$ cat src/rtl/memory_access_stage_pkg.sv
// memory_access_stage_pkg: shared pipeline types for the memory-access stage
//   MemAccessWidth        - access size encoding (reserved code behaves as word)
//   RdCtrl                - {wEnable, rdAddr, isForwardable}
//   WriteBackStagePipeReg - MEM->WB pipe register contents
//   MemAccessState        - data-memory handshake FSM states
package memory_access_stage_pkg;
  typedef enum logic [1:0] {MEM_BYTE, MEM_HALF, MEM_WORD, MEM_RSVD} MemAccessWidth;
  typedef struct packed {
    logic       wEnable;
    logic [4:0] rdAddr;
    logic       isForwardable;
  } RdCtrl;
  typedef struct packed {
    logic [31:0] pc;
    logic [31:0] data;
    RdCtrl       rdCtrl;
  } WriteBackStagePipeReg;
  typedef enum logic [1:0] {IDLE, WAIT_GNT, WAIT_RESP} MemAccessState;
endpackage

$ cat src/rtl/memory_access_stage_if.sv
// memory_access_stage_if: data-memory req/gnt/rvalid bus
//   master (pipeline stage): drives dmem_req/we/addr/be/wdata, receives gnt/rvalid/rdata
//   slave  (memory):         the mirror image
interface memory_access_stage_if;
  logic        dmem_req;
  logic        dmem_we;
  logic [31:0] dmem_addr;
  logic [3:0]  dmem_be;
  logic [31:0] dmem_wdata;
  logic        dmem_gnt;
  logic        dmem_rvalid;
  logic [31:0] dmem_rdata;
  modport master (
    output dmem_req, dmem_we, dmem_addr, dmem_be, dmem_wdata,
    input  dmem_gnt, dmem_rvalid, dmem_rdata
  );
  modport slave (
    input  dmem_req, dmem_we, dmem_addr, dmem_be, dmem_wdata,
    output dmem_gnt, dmem_rvalid, dmem_rdata
  );
endinterface

$ cat src/rtl/memory_access_stage_load_aligner.sv
// memory_access_stage_load_aligner: extracts the addressed byte/half from a load word
//   rdata      - raw 32-bit word from data memory
//   offset     - address bits [1:0] selecting the lane
//   width      - access size
//   isUnsigned - zero-extend instead of sign-extend
//   data       - extended 32-bit result (word and reserved sizes pass through)
module memory_access_stage_load_aligner
  import memory_access_stage_pkg::*;
(
  input  logic [31:0]   rdata,
  input  logic [1:0]    offset,
  input  MemAccessWidth width,
  input  logic          isUnsigned,
  output logic [31:0]   data
);
  logic [7:0]  byteLane;
  logic [15:0] halfLane;
  assign byteLane = rdata[{offset, 3'b000} +: 8];
  assign halfLane = offset[1] ? rdata[31:16] : rdata[15:0];
  assign data = width == MEM_BYTE ? {{24{byteLane[7] & ~isUnsigned}}, byteLane}
              : width == MEM_HALF ? {{16{halfLane[15] & ~isUnsigned}}, halfLane}
              : rdata;
endmodule

$ cat src/rtl/memory_access_stage.sv
// memory_access_stage: MEM pipeline stage - data-memory access, load extraction, WB pipe register
//   clk, rst            - falling-edge pipeline clock, asynchronous active-low reset
//   ex_*                - registered execute-stage result for the instruction in MEM
//   dmem                - data-memory bus (req/gnt/rvalid), master side
//   mem_stall           - hold upstream registers while an access is outstanding
//   mem_bypass_data     - forwarding path (ALU result)
//   wb_pc/data/rd_ctrl  - write-back pipe register
//   misalign_exc/addr   - misaligned-access trap pulse and faulting address
// Optional feature: define MISALIGN_TRAP_EN to trap misaligned half/word accesses.
module memory_access_stage
  import memory_access_stage_pkg::*;
(
  input  logic                  clk,
  input  logic                  rst,
  input  logic [31:0]           ex_pc,
  input  logic [31:0]           ex_alu_result,
  input  logic [31:0]           ex_wdata,
  input  MemAccessWidth         ex_width,
  input  RdCtrl                 ex_rd_ctrl,
  input  logic                  ex_is_load,
  input  logic                  ex_is_store,
  input  logic                  ex_is_load_unsigned,
  memory_access_stage_if.master dmem,
  output logic                  mem_stall,
  output logic [31:0]           mem_bypass_data,
  output logic [31:0]           wb_pc,
  output logic [31:0]           wb_data,
  output RdCtrl                 wb_rd_ctrl,
  output logic                  misalign_exc,
  output logic [31:0]           misalign_addr
);
  MemAccessState        state;
  WriteBackStagePipeReg wbReg;
  logic                 access, misaligned, req, done;
  logic [1:0]           offset;
  logic [3:0]           storeBe;
  logic [31:0]          storeData, loadData;
  assign access = ex_is_load | ex_is_store;
  assign offset = ex_alu_result[1:0];
`ifdef MISALIGN_TRAP_EN
  assign misaligned = access & (ex_width == MEM_HALF ? offset[0] : (ex_width != MEM_BYTE) & (offset != 2'b00));
`else
  assign misaligned = 1'b0;
`endif
  // rst gates the request so nothing reaches memory while the stage is held in reset
  assign req       = rst & access & ~misaligned & (state != WAIT_RESP);
  assign done      = misaligned | ((state == WAIT_RESP) & dmem.dmem_rvalid) | (req & dmem.dmem_gnt & ex_is_store);
  assign mem_stall = rst & access & ~done;
  assign storeBe = ex_width == MEM_BYTE ? 4'b0001 << offset
                 : ex_width == MEM_HALF ? (offset[1] ? 4'b1100 : 4'b0011)
                 : 4'b1111;
  assign storeData = ex_width == MEM_BYTE ? {4{ex_wdata[7:0]}}
                   : ex_width == MEM_HALF ? {2{ex_wdata[15:0]}}
                   : ex_wdata;
  assign dmem.dmem_req   = req;
  assign dmem.dmem_we    = ex_is_store;
  assign dmem.dmem_addr  = {ex_alu_result[31:2], 2'b00};
  assign dmem.dmem_be    = (req & ex_is_store) ? storeBe : 4'b0000;
  assign dmem.dmem_wdata = storeData;
  assign mem_bypass_data = ex_alu_result;
  memory_access_stage_load_aligner loadAligner (
    .rdata      (dmem.dmem_rdata),
    .offset     (offset),
    .width      (ex_width),
    .isUnsigned (ex_is_load_unsigned),
    .data       (loadData)
  );
  // Stalled cycles, stores and trapped accesses all register a bubble (wEnable=0)
  always_ff @(negedge clk or negedge rst)
    if (!rst) begin
      state <= IDLE;
      wbReg <= '0;
    end else begin
      state <= state == WAIT_RESP ? (dmem.dmem_rvalid ? IDLE : WAIT_RESP)
             : !req ? IDLE
             : !dmem.dmem_gnt ? WAIT_GNT
             : ex_is_load ? WAIT_RESP : IDLE;
      wbReg.pc                   <= ex_pc;
      wbReg.data                 <= ex_is_load ? loadData : ex_alu_result;
      wbReg.rdCtrl.wEnable       <= ex_rd_ctrl.wEnable & ~mem_stall & ~ex_is_store & ~misaligned;
      wbReg.rdCtrl.rdAddr        <= ex_rd_ctrl.rdAddr;
      wbReg.rdCtrl.isForwardable <= ex_rd_ctrl.isForwardable;
    end
  assign wb_pc      = wbReg.pc;
  assign wb_data    = wbReg.data;
  assign wb_rd_ctrl = wbReg.rdCtrl;
`ifdef MISALIGN_TRAP_EN
  always_ff @(negedge clk or negedge rst)
    if (!rst) begin
      misalign_exc  <= 1'b0;
      misalign_addr <= '0;
    end else begin
      misalign_exc  <= misaligned;
      misalign_addr <= misaligned ? ex_alu_result : misalign_addr;
    end
`else
  assign misalign_exc  = 1'b0;
  assign misalign_addr = '0;
`endif
endmodule
$ cat src/flat_wrapper.sv
// flat-port wrapper written by rule: the top's interface ports become plain ports
module memory_access_stage_flat import memory_access_stage_pkg::*;
  (clk, rst, ex_pc, ex_alu_result, ex_wdata, ex_width, ex_rd_ctrl, ex_is_load, ex_is_store, ex_is_load_unsigned, mem_stall, mem_bypass_data, wb_pc, wb_data, wb_rd_ctrl, misalign_exc, misalign_addr, dmem_dmem_req, dmem_dmem_we, dmem_dmem_addr, dmem_dmem_be, dmem_dmem_wdata, dmem_dmem_gnt, dmem_dmem_rvalid, dmem_dmem_rdata);
  memory_access_stage_if dmem_i ();
  input  logic clk;
  input  logic rst;
  input  logic [31:0] ex_pc;
  input  logic [31:0] ex_alu_result;
  input  logic [31:0] ex_wdata;
  input  MemAccessWidth ex_width;
  input  RdCtrl ex_rd_ctrl;
  input  logic ex_is_load;
  input  logic ex_is_store;
  input  logic ex_is_load_unsigned;
  output logic mem_stall;
  output logic [31:0] mem_bypass_data;
  output logic [31:0] wb_pc;
  output logic [31:0] wb_data;
  output RdCtrl wb_rd_ctrl;
  output logic misalign_exc;
  output logic [31:0] misalign_addr;
  output wire logic [$bits(dmem_i.dmem_req)-1:0] dmem_dmem_req;
  output wire logic [$bits(dmem_i.dmem_we)-1:0] dmem_dmem_we;
  output wire logic [$bits(dmem_i.dmem_addr)-1:0] dmem_dmem_addr;
  output wire logic [$bits(dmem_i.dmem_be)-1:0] dmem_dmem_be;
  output wire logic [$bits(dmem_i.dmem_wdata)-1:0] dmem_dmem_wdata;
  input wire logic [$bits(dmem_i.dmem_gnt)-1:0] dmem_dmem_gnt;
  input wire logic [$bits(dmem_i.dmem_rvalid)-1:0] dmem_dmem_rvalid;
  input wire logic [$bits(dmem_i.dmem_rdata)-1:0] dmem_dmem_rdata;
  assign dmem_dmem_req = dmem_i.dmem_req;
  assign dmem_dmem_we = dmem_i.dmem_we;
  assign dmem_dmem_addr = dmem_i.dmem_addr;
  assign dmem_dmem_be = dmem_i.dmem_be;
  assign dmem_dmem_wdata = dmem_i.dmem_wdata;
  assign dmem_i.dmem_gnt = dmem_dmem_gnt;
  assign dmem_i.dmem_rvalid = dmem_dmem_rvalid;
  assign dmem_i.dmem_rdata = dmem_dmem_rdata;
  memory_access_stage u_core (.clk(clk), .rst(rst), .ex_pc(ex_pc), .ex_alu_result(ex_alu_result), .ex_wdata(ex_wdata), .ex_width(ex_width), .ex_rd_ctrl(ex_rd_ctrl), .ex_is_load(ex_is_load), .ex_is_store(ex_is_store), .ex_is_load_unsigned(ex_is_load_unsigned), .dmem(dmem_i), .mem_stall(mem_stall), .mem_bypass_data(mem_bypass_data), .wb_pc(wb_pc), .wb_data(wb_data), .wb_rd_ctrl(wb_rd_ctrl), .misalign_exc(misalign_exc), .misalign_addr(misalign_addr));
endmodule
$ cat config.mk
export PLATFORM = sky130hd
export DESIGN_NAME = memory_access_stage_flat
export DESIGN_NICKNAME = d
export VERILOG_FILES = /design/src/rtl/memory_access_stage_pkg.sv /design/src/rtl/memory_access_stage_if.sv /design/src/rtl/memory_access_stage_load_aligner.sv /design/src/rtl/memory_access_stage.sv /design/src/flat_wrapper.sv
export SDC_FILE = /design/constraint.sdc
export NUM_CORES = 1
export LEC_CHECK = 0
export ABC_CLOCK_PERIOD_IN_PS = 800
export BUFFER_PORTS_ARGS = -buffer_cell sky130_fd_sc_hd__buf_2
export CORE_AREA = 4 4 136 138
export DETAILED_ROUTE_END_ITERATION = 10
export DIE_AREA = 0 0 140 142
export GPL_TIMING_DRIVEN = 0
export PLACE_DENSITY_LB_ADDON = 0.08
export REMOVE_ABC_BUFFERS = 1
export SLEW_MARGIN = 20
export SYNTH_ARGS = -nofsm -noshare
export SYNTH_HDL_FRONTEND = slang
export SYNTH_HIERARCHICAL = 1
export SYNTH_SLANG_ARGS = --single-unit
$ cat constraint.sdc
create_clock -name clk -period 0.8 [get_ports clk]
set_input_delay 0.08 -clock clk [delete_from_list [all_inputs] [get_ports clk]]
set_output_delay 0.08 -clock clk [all_outputs]
set_load 0.05 [all_outputs]
# Word-level counts from Yosys, hierarchy flattened
# Index checks and enable logic that the tools add are counted.
# totals
ff_bits,73
input_bits,144
out_inout_bits,207
wordCells,44
# classes
n_eq_ne,3
n_shift,2
n_mux,15
bitwise,17
reduce_logical,1
# ops
operator,n
$mux 32,5
$shiftx 32x6->8,1
$mux 16,1
$mux 4,4
$and 1x1->1,11
$mux 2,5
$not 1->1,4
$shl 1x2->4 const A,1
$eq 2x1->1 const B,1
$eq 2x2->1 const B,1
$logic_not 2->1,1
$ne 2x2->1 const B,1
$or 1x1->1,2

# Depth between registers and ports, before layout
# Gate-level depths: netlist (run 1).
# logic_depth
word_depth,11
depth_mapped,6
depth_no_buf,5

# Hierarchy
# The synthesis (run 1) kept the hierarchy.
# modules_own_cells
mod,instances,cells_each,area_per_inst_um2,seq_area_each_um2
memory_access_stage,1,286,3538.4,1826.8
memory_access_stage_load_aligner,1,96,765.7,0.0

==> results.yml, run 1 <==
die:
  core.rowCount: 48
  ios: 351
  dieArea_um2: 19900
  start_util_pct: 25.1
  dieHeight_um: 142
  fp.dieW_um: 140
  core-area_um2: 17200
timing:
  fin_ws_ns: -1.10
  finalMaxSlewViolations: 0
  hold_viol_final: 30
  skew_ns: 0.000208
  slew_headroom_pct: 50.5
  rsz0062_at_grt: "true"
  whs_ns: -0.149
  worst_pin_slew_ns: 0.741
  setup_viol: 121
  setup_tns_ns: -72.51
worst_setup_path:
  worstRegToRegCells: 5
  cpPeakStageDelay_ns: 0.45
  cp.buffers_inverters: 1
  r2r_slack_ns: -0.28
  startpoint_type: "flip-flop"
  critPathArrivalTime_ns: 1.82
  path_depth: 4
  regToRegEndpoint: "u_core/state[1]"
  critPathKind: "reg2out"
  path_cells: "nand2b_4 -> a31o_4 -> a21oi_2 -> buf_6"
  cp-startpoint: "u_core/state[1]"
  crit_path_end_kind: "output pin"
  cp.required_ns: 0.72
  critPathCapture: "mem_stall"
  cp_top_family: "flip-flops"
  r2r_start: "u_core/state[1]"
  cp_max_fo: 3
  slowest_stage: "dfrtn_1"
logic_synthesis:
  yosys-top-cells-count: "buf_4 (107), dfrtn_1 (73), mux2_2 (48)"
  seq_area_frac_synth_pct: 42.4
  synth_area_um2: 4300
  avgSynthCellArea_um2: 11.3
  synth.area.top_cells: "dfrtn_1 (42%), buf_4 (19%), mux2_2 (13%), mux4_2 (4.2%), o22a_1 (2.8%)"
  yosysTopAreaCellShare_pct: 42.4
  synth_edf_count: 0
  ys.warnings.count: 6
  synth_cell_types: 31
  syn_inst: 382
  yosysTopAreaCell: "dfrtn_1"
  yosys.cell_count.top_type: "buf_4"
  ys_ff_latch: 73
  synth_flop_cell: "dfrtn_1"
  async_reset_ff_share_pct: 100
clock_network:
  tritoncts: "built"
  cts_buffer_depth: 2
  cts-root-buf: "clkbuf_16"
  clkTransAtPathRegs_ns: 0.04
  numCtsBuffers: 9
  clk_latency_ns: 0.34
  clock_sinks: 73
  h-tree-depth: 3
min_path:
  hold_class: "in2async"
placed_design:
  place_congestion: 0.819
  portBuffers: 315
  placedCellCount: 831
  hpwl_um: 11700
detailed_routing:
  drtIter0Drc: 73
  drt_first_pass_iters: 4
  vias: 3792
  drc_errors: 0
  routedWlPerCell_um: 20.3
  routed_wl_um: 17700
  postRouteAntennaNets: 0
  viasPerCell: 4.35
pwr:
  powerDensity_nw_per_um2: 1960
  p_leak_nw: 3.68
  ir_drop_mv: 1.27
run_status:
  outcome: "complete, but fails checks"
  failed_checks: "hold timing, setup timing"
final_layout:
  syn_to_final_growth_pct: 69.4
  layout.nets: 786
  drive_gt1_share_pct: 70.9
  n_antenna_cell: 0
  fin_cells: 872
global_route:
  grt_usage_pct: 16.2
  grt_pass1_vias: 3982
  grt_pass1_wl_um: 24200
  grt_antenna_before_repair: 2
  grt_max_degree: 37
  grt_overflow: 0
flow_run:
  maxCapViolCount: 0
## kinds of logic (layout without fill, tap and decap cells)
| family | Yosys count | count (layout) | synth area share [%] |
|---|---|---|---|
| AO/OA/AOI/OAI | 66 | 66 | 10.6 |
| buffers and inverters | 129 | 359 | 22.1 |
| flip-flops | 73 | 73 | 42.4 |
| multiplexers | 66 | 67 | 19.1 |
| other | 1 | 35 | 0.0871 |
| AND/OR/NAND/NOR | 47 | 47 | 5.64 |
## state kept, by name, summed over array words and instances, names as in the netlist
name	flops
u_core/state	2
u_core/wb_data	32
u_core/wb_pc	32
u_core/wb_rd_ctrl	7
## stage by stage
stage	util (%)	worst slack, ns	hold slack [ns]	power (mW)	area, um2
final	42.4	-1.10	-0.149	14.3	7290
after CTS	40.2	-1.08	-0.154	14.2	6910
after detailed placement	31.3	-1.99	0.329	8.64	5380
after floorplan	-	-1.18	0.0758	6.50	3490
after global routing	42.4	-1.13	-0.143	14.9	7290
after global placement	31.1	-2.75	0.469	8.61	5350
## report_power, final
group,switching [mW],total [mW],internal (mW),leakage (nW)
Clock,1.62,4.44,2.82,0.159
Combinational,3.63,5.70,2.07,2.65
Sequential,0.127,4.12,4.00,0.863
Total,5.38,14.3,8.89,3.68
## cell type report
class,instances,area [um2]
tap,225,282
fill,1676,9890
multi-input combinational,215,2040
timing repair buffer,340,2810
sequential,73,1830
clock buffer,10,239
inverter,3,11.3
clock inverter,6,90.1
## layout by cell type, fill, tap and decap left out, types with 4 or more instances in the layout
cell	count
buf_16	9
a221o_1	9
buf_4	9
o22a_1	14
buf_2	207
o21ai_2	23
mux2_4	44
nand2_1	26
mux2_2	5
dfrtn_1	73
a22o_1	7
conb_1	35
buf_6	94
mux4_2	8
buf_8	12
o21ai_1	4
mux2i_1	5
clkbuf_16	11
buf_12	5
## worst reg2reg max path: cells and delay by family, from the launching register on
family,cells,cell delay [ns]
flip-flops,1,0.45
buffers and inverters,2,0.24
AND/OR/NAND/NOR,2,0.17
AO/OA/AOI/OAI,1,0.06
## worst min-delay path by stage
stage / start / endpoint / slack [ns] / cells after the start
after CTS: rst / u_core/wb_pc[14] / -0.15 / 1
after global routing: rst / u_core/wb_pc[14] / -0.14 / 1
after detailed placement: rst / u_core/wb_pc[14] / 0.33 / 1
after global placement: ex_alu_result[3] / dmem_dmem_addr[3] / 0.47 / 2
after floorplan: rst / u_core/state[0] / 0.08 / 0
final: rst / u_core/wb_pc[14] / -0.15 / 1
## routing by layer
metal / part of all wire [%] / wire length, um / up-vias / track usage [%]
met5: 0.12 / 21 / - / 0
met4: 0.76 / 135 / 4 / 3.82
met3: 9.1 / 1620 / 12 / 5.31
met2: 53 / 9420 / 242 / 30.3
met1: 37 / 6500 / 1808 / 17.8
li1: - / - / 1726 / -
## what timing repair did
action,in CTS,in global routing
endpoints found under the setup margin,138,131
endpoints found under the hold margin,30,30
pin swaps,19,3
gates cloned,6,3
resized for setup,277,83
setup buffers,9,7
Power figures use the tool's default switching activity.
==> run 2, diff against run 1 <==
- CELL_PAD_IN_SITES_DETAIL_PLACEMENT: default -> 1
- CELL_PAD_IN_SITES_GLOBAL_PLACEMENT: default -> 1
- CORE_AREA: 4 4 136 138 -> default
- CORE_MARGIN: default -> 4
- CORE_UTILIZATION: default -> 25
- DIE_AREA: 0 0 140 142 -> default
==> run 2 against run 1 <==
Against the previous run: the flow still finishes with violations (hold timing, setup timing); global-route usage grew 1.3 points; combinational power shrank 2%; sequential power is essentially flat; cell count shrank 1.6%; worst setup slack gained 0.0096 ns; critical endpoint unchanged.
==> results.yml, run 2 (synthesized netlist as in run 1, its figures left out) <==
worst_setup_path:
  cp.buffers_inverters: 1
  critPathKind: "reg2out"
  cpPeakStageDelay_ns: 0.45
  critPathArrivalTime_ns: 1.81
  cp_top_family: "flip-flops"
  r2r_start: "u_core/state[1]"
  cp_max_fo: 3
  startpoint_type: "flip-flop"
  crit_path_end_kind: "output pin"
  path_cells: "nand2b_4 -> a31o_4 -> a21oi_2 -> buf_6"
  slowest_stage: "dfrtn_1"
  cp-startpoint: "u_core/state[1]"
  cp.required_ns: 0.72
final_layout:
  n_antenna_cell: 0
  mostFrequentLayoutCells: "buf_2 (207), buf_6 (105), dfrtn_1 (73)"
  syn_to_final_growth_pct: 63.4
  nFillCells: 1848
  layout.nets: 778
  layout_commonest_cell: "buf_2"
  drive_gt1_share_pct: 69.7
detailed_routing:
  routedWlPerCell_um: 20.4
  drt_first_pass_iters: 4
  routed_wl_um: 17500
  viasPerCell: 4.41
  vias: 3784
  drtIter0Drc: 63
  postRouteAntennaNets: 0
  drc_errors: 0
clock_network:
  clk_latency_ns: 0.34
  tritoncts: "built"
  h-tree-depth: 3
  numCtsBuffers: 9
  clock_sinks: 73
  cts-root-buf: "clkbuf_16"
  clkTransAtPathRegs_ns: 0.04
  cts_buffer_depth: 2
global_route:
  grt_overflow: 0
  grt_usage_pct: 17.5
  grt_max_degree: 51
  grt_pass1_wl_um: 25900
  grt_antenna_before_repair: 3
  grt_pass1_vias: 4255
flow_run:
  maxCapViolCount: 0
pwr:
  p_leak_nw: 3.56
  power.total_mw: 14.1
  powerDensity_nw_per_um2: 2000
  p_switching_mw: 5.30
  netSwitchingFraction_pct: 37.7
  combPwrFrac_pct: 39.5
  seq_power_share_pct: 29.3
  p_int_mw: 8.75
  p_clk_share_pct: 31.1
  ir_drop_mv: 0.831
die:
  ios: 351
  start_util_pct: 25.8
  core.rowCount: 47
  fp.dieW_um: 139
  dieArea_um2: 19400
  core-area_um2: 16700
  dieHeight_um: 139
timing:
  hold_viol_final: 23
  rsz0062_at_grt: "true"
  finalMaxSlewViolations: 0
  worst_pin_slew_ns: 0.722
  skew_ns: 0.000899
  whs_ns: -0.112
  slew_headroom_pct: 51.8
  fin_ws_ns: -1.09
  setup_viol: 124
placed_design:
  place_congestion: 0.799
  portBuffers: 315
  hpwl_um: 12500
run_status:
  outcome: "complete, but fails checks"
  failed_checks: "hold timing, setup timing"
min_path:
  hold_class: "in2async"
## run 2: changes by cell type in the layout (fill, tap and decap cells not counted), moves of 3 or more
cell     previous run  this run
buf_6              94       105
o21ai_2            23        15
o21ai_1             4        11
buf_8              12         6
buf_16              9         4
buf_12              5         2
buf_4               9         6
## run 2: worst paths after layout
path	endpoint	slack, ns	cells past startpoint
max	mem_stall	-1.09	4
min	u_core/wb_pc[30]	-0.11	1
max reg2reg	u_core/state[1]	-0.28	5
min reg2reg	u_core/state[0]	0.65	3
max in group asynchronous	u_core/wb_data[0]	0.34	2
min in group clk	u_core/wb_pc[14]	0.12	1
## run 2: power by group through the flow
stage / clock (mW) / sequential (mW) / combinational (mW)
after global routing: 4.69 / 4.15 / 5.81
final: 4.37 / 4.12 / 5.56
after CTS: 4.52 / 4.12 / 5.44
after detailed placement: 0 / 4.11 / 4.55
after global placement: 0 / 4.11 / 4.50
after floorplan: 0 / 5.06 / 1.44
## run 2: repair_timing
| item | in CTS | in global routing |
|---|---|---|
| endpoints found under the hold margin | 23 | 23 |
| pin swaps | 18 | 6 |
| buffers inserted | 11 | 6 |
| gates resized for setup | 289 | 57 |
| gates cloned | 3 | 0 |
| endpoints found under the setup margin | 138 | 136 |
## run 2: final cells by class
class                   instances  area (um2)  share of cell area, %
well taps                     220         275                   3.91
inverters                       3        11.3                  0.160
clock buffers                  10         239                   3.40
flip-flops and latches         73        1830                   26.0
repair buffers                333        2600                   37.0
clock inverters                 5        80.1                   1.14
multi-input cells             214        2000                   28.4
## run 2: per-layer routing
metal	vias up	routed length (um)	track usage (%)	part of all wire [%]
met2	221	9320	33.1	53
met5	-	44	0	0.25
met4	6	263	4.22	1.5
met1	1828	6320	18.4	36
met3	25	1560	6.35	8.9
li1	1704	-	-	-
## run 2: per-stage QoR
stage,setup WS [ns],std cells,setup TNS (ns),utilization (%),instance area (um2)
2_1_floorplan,-1.18,290,-57.94,-,3490
3_3_place_gp,-2.75,825,-222.36,32.0,5340
3_5_place_dp,-2.02,826,-109.65,32.2,5380
4_1_cts,-1.09,855,-76.08,41.0,6850
5_1_grt,-1.12,858,-77.38,42.1,7030
6_report,-1.09,858,-73.40,42.1,7030
==> run 3, diff against run 2 <==
- ABC_CLOCK_PERIOD_IN_PS: 800 -> 1800
- CORE_AREA: default -> 4 4 133 135
- CORE_MARGIN: 4 -> default
- CORE_UTILIZATION: 25 -> default
- DIE_AREA: default -> 0 0 137 139
- PLACE_DENSITY: default -> 0.78
- PLACE_DENSITY_LB_ADDON: 0.08 -> default
- clock period: 0.8 -> 1.8 ns (I/O delays scaled with it)
==> run 3 against run 2 <==
Against the previous run: combinational power fell by 57%; highest routed layer unchanged; routed wire length increased by 5.7%; count of clock-buffer cells in the layout unchanged; sequential share of layout area is 1.2 points higher; cell area decreased by 4.6%; flip-flop and latch count unchanged; global-route usage increased by 0.48 points; sequential power shrank 55%; cell count down 0.23%; critical path depth stayed put; clock power down 54%; the flow finishes with violations (setup timing); utilization fell by 1.4 points.
==> results.yml, run 3 (synthesized netlist as in run 1, its figures left out) <==
detailed_routing:
  routed.top_layer: "met5"
  drc_errors: 0
  dr_wl_met3_um: 1870
  drtIter0Drc: 147
  viasPerCell: 4.53
  postRouteAntennaNets: 0
  vias: 3879
  drt_first_pass_iters: 4
  routed_wl_um: 18500
  wl_met1_um: 6690
  wl_met2_um: 9680
  routedWlPerCell_um: 21.6
worst_setup_path:
  cp.buffers_inverters: 1
  slowest_stage: "dfrtn_1"
  cp_max_fo: 4
  cpPeakStageDelay_ns: 0.46
  cp_top_family: "flip-flops"
  path_cells: "nand2b_4 -> a31o_4 -> a21oi_4 -> buf_6"
  crit_path_end_kind: "output pin"
  cp.required_ns: 1.62
  critPathArrivalTime_ns: 2.34
  worstRegToRegCells: 4
  path_depth: 4
  startpoint_type: "flip-flop"
  critPathKind: "reg2out"
global_route:
  grt_max_degree: 65
  grt_pass1_wl_um: 26100
  grt_antenna_before_repair: 1
  grt_usage_pct: 18.0
  grt_overflow: 0
  grt_pass1_vias: 4284
pwr:
  seq_power_share_pct: 29.8
  netSwitchingFraction_pct: 38.7
  p_leak_nw: 3.41
  p_switching_mw: 2.40
  power.total_mw: 6.20
  powerDensity_nw_per_um2: 923
  combPwrFrac_pct: 38.2
  ir_drop_mv: 0.512
  p_int_mw: 3.80
  p_clk_share_pct: 32.1
die:
  dieArea_um2: 19000
  fp.dieW_um: 137
  dieHeight_um: 139
  core-area_um2: 16500
  ios: 351
  core.rowCount: 47
  start_util_pct: 26.1
timing:
  hold_viol_final: 0
  rsz0062_at_grt: "true"
  skew_ns: 0.000802
  fin_ws_ns: -0.721
  setup_tns_ns: -31.31
  slew_headroom_pct: 57.9
  finalMaxSlewViolations: 0
  worst_pin_slew_ns: 0.630
  setup_viol: 109
clock_network:
  hold_buffers: 0
  clkTransAtPathRegs_ns: 0.05
  cts-root-buf: "clkbuf_16"
  tritoncts: "built"
  clk_latency_ns: 0.33
  clock_sinks: 73
  cts_buffer_depth: 2
  numCtsBuffers: 9
  h-tree-depth: 3
flow_run:
  maxCapViolCount: 0
final_layout:
  mostFrequentLayoutCells: "buf_2 (230), buf_6 (82), dfrtn_1 (73)"
  layout_commonest_cell: "buf_2"
  syn_to_final_growth_pct: 55.9
  design_area_um2: 6710
  n_antenna_cell: 0
  multi_input_area_um2: 1960
  regArea_um2: 1830
  layout.nets: 775
  drive_gt1_share_pct: 69.0
  nFillCells: 1870
placed_design:
  hpwl_um: 13000
  place_congestion: 0.723
  dpl_cell_area_um2: 5380
  portBuffers: 315
min_path:
  hold_class: "in2async"
run_status:
  outcome: "complete, but fails checks"
  failed_checks: "setup timing"
==> run 3: changes by cell type in the layout (fill, tap and decap cells not counted), moves of 2 or more <==
cell,previous run,this run
a21oi_2,4,2
buf_2,207,230
buf_4,6,9
buf_6,105,82
buf_8,6,3
bufbuf_16,3,0
mux2_2,5,20
mux2_4,43,29
mux2i_1,6,8
mux2i_2,3,0
nor3b_2,2,0
==> run 3: final timing paths <==
path	from	end	slack, ns
max in group asynchronous	rst	u_core/wb_data[27]	0.61
worst min-delay path	rst	u_core/wb_pc[14]	0.56
min in group clk	ex_alu_result[7]	dmem_dmem_addr[7]	0.67
worst max-delay path	u_core/state[1]	mem_stall	-0.72
worst max register to register	u_core/state[1]	u_core/wb_rd_ctrl[6]	0.71
worst min register to register	u_core/state[0]	u_core/state[0]	0.72
==> run 3: cell type report <==
cell class / instances / share of cell area, %
Clock buffer: 10 / 3.56
Clock inverter: 6 / 1.34
Inverter: 3 / 0.168
Multi-Input combinational cell: 215 / 29.2
Sequential cell: 73 / 27.2
Tap cell: 220 / 4.10
Timing Repair Buffer: 329 / 34.4
==> run 3: per-stage QoR <==
| step | cells | hold WS, ns | util, % | worst slack, ns |
|---|---|---|---|---|
| 3_3_place_gp | 825 | 0.544 | 32.4 | -2.32 |
| 4_1_cts | 850 | 0.561 | 39.3 | -0.698 |
| 5_1_grt | 856 | 0.579 | 40.8 | -0.782 |
| 2_1_floorplan | 290 | 0.360 | - | -0.777 |
| 3_5_place_dp | 826 | 0.608 | 32.6 | -1.61 |
| 6_report | 856 | 0.559 | 40.8 | -0.721 |
==> run 3: power by group through the flow <==
stage	Sequential (mW)	Clock, mW	Combinational (mW)
floorplan	2.25	0	0.642
CTS	1.84	2.04	2.27
detailed placement	1.84	0	2.02
global placement	1.83	0	1.99
global route	1.85	2.12	2.47
finish	1.84	1.99	2.37
==> run 3: layer usage <==
metal  vias up  global-route usage (%)
met3        20                    5.19
met2       249                    32.4
li1       1695                       -
met1      1913                    20.8
met4         2                    4.10
met5         -                       0
==> run 3: timing repair <==
item,in CTS,in global routing
hold endpoints to repair,0,0
gates resized for setup,214,61
setup endpoints to repair,111,112
setup buffers,7,8
pin swaps,9,10
cloned,1,0
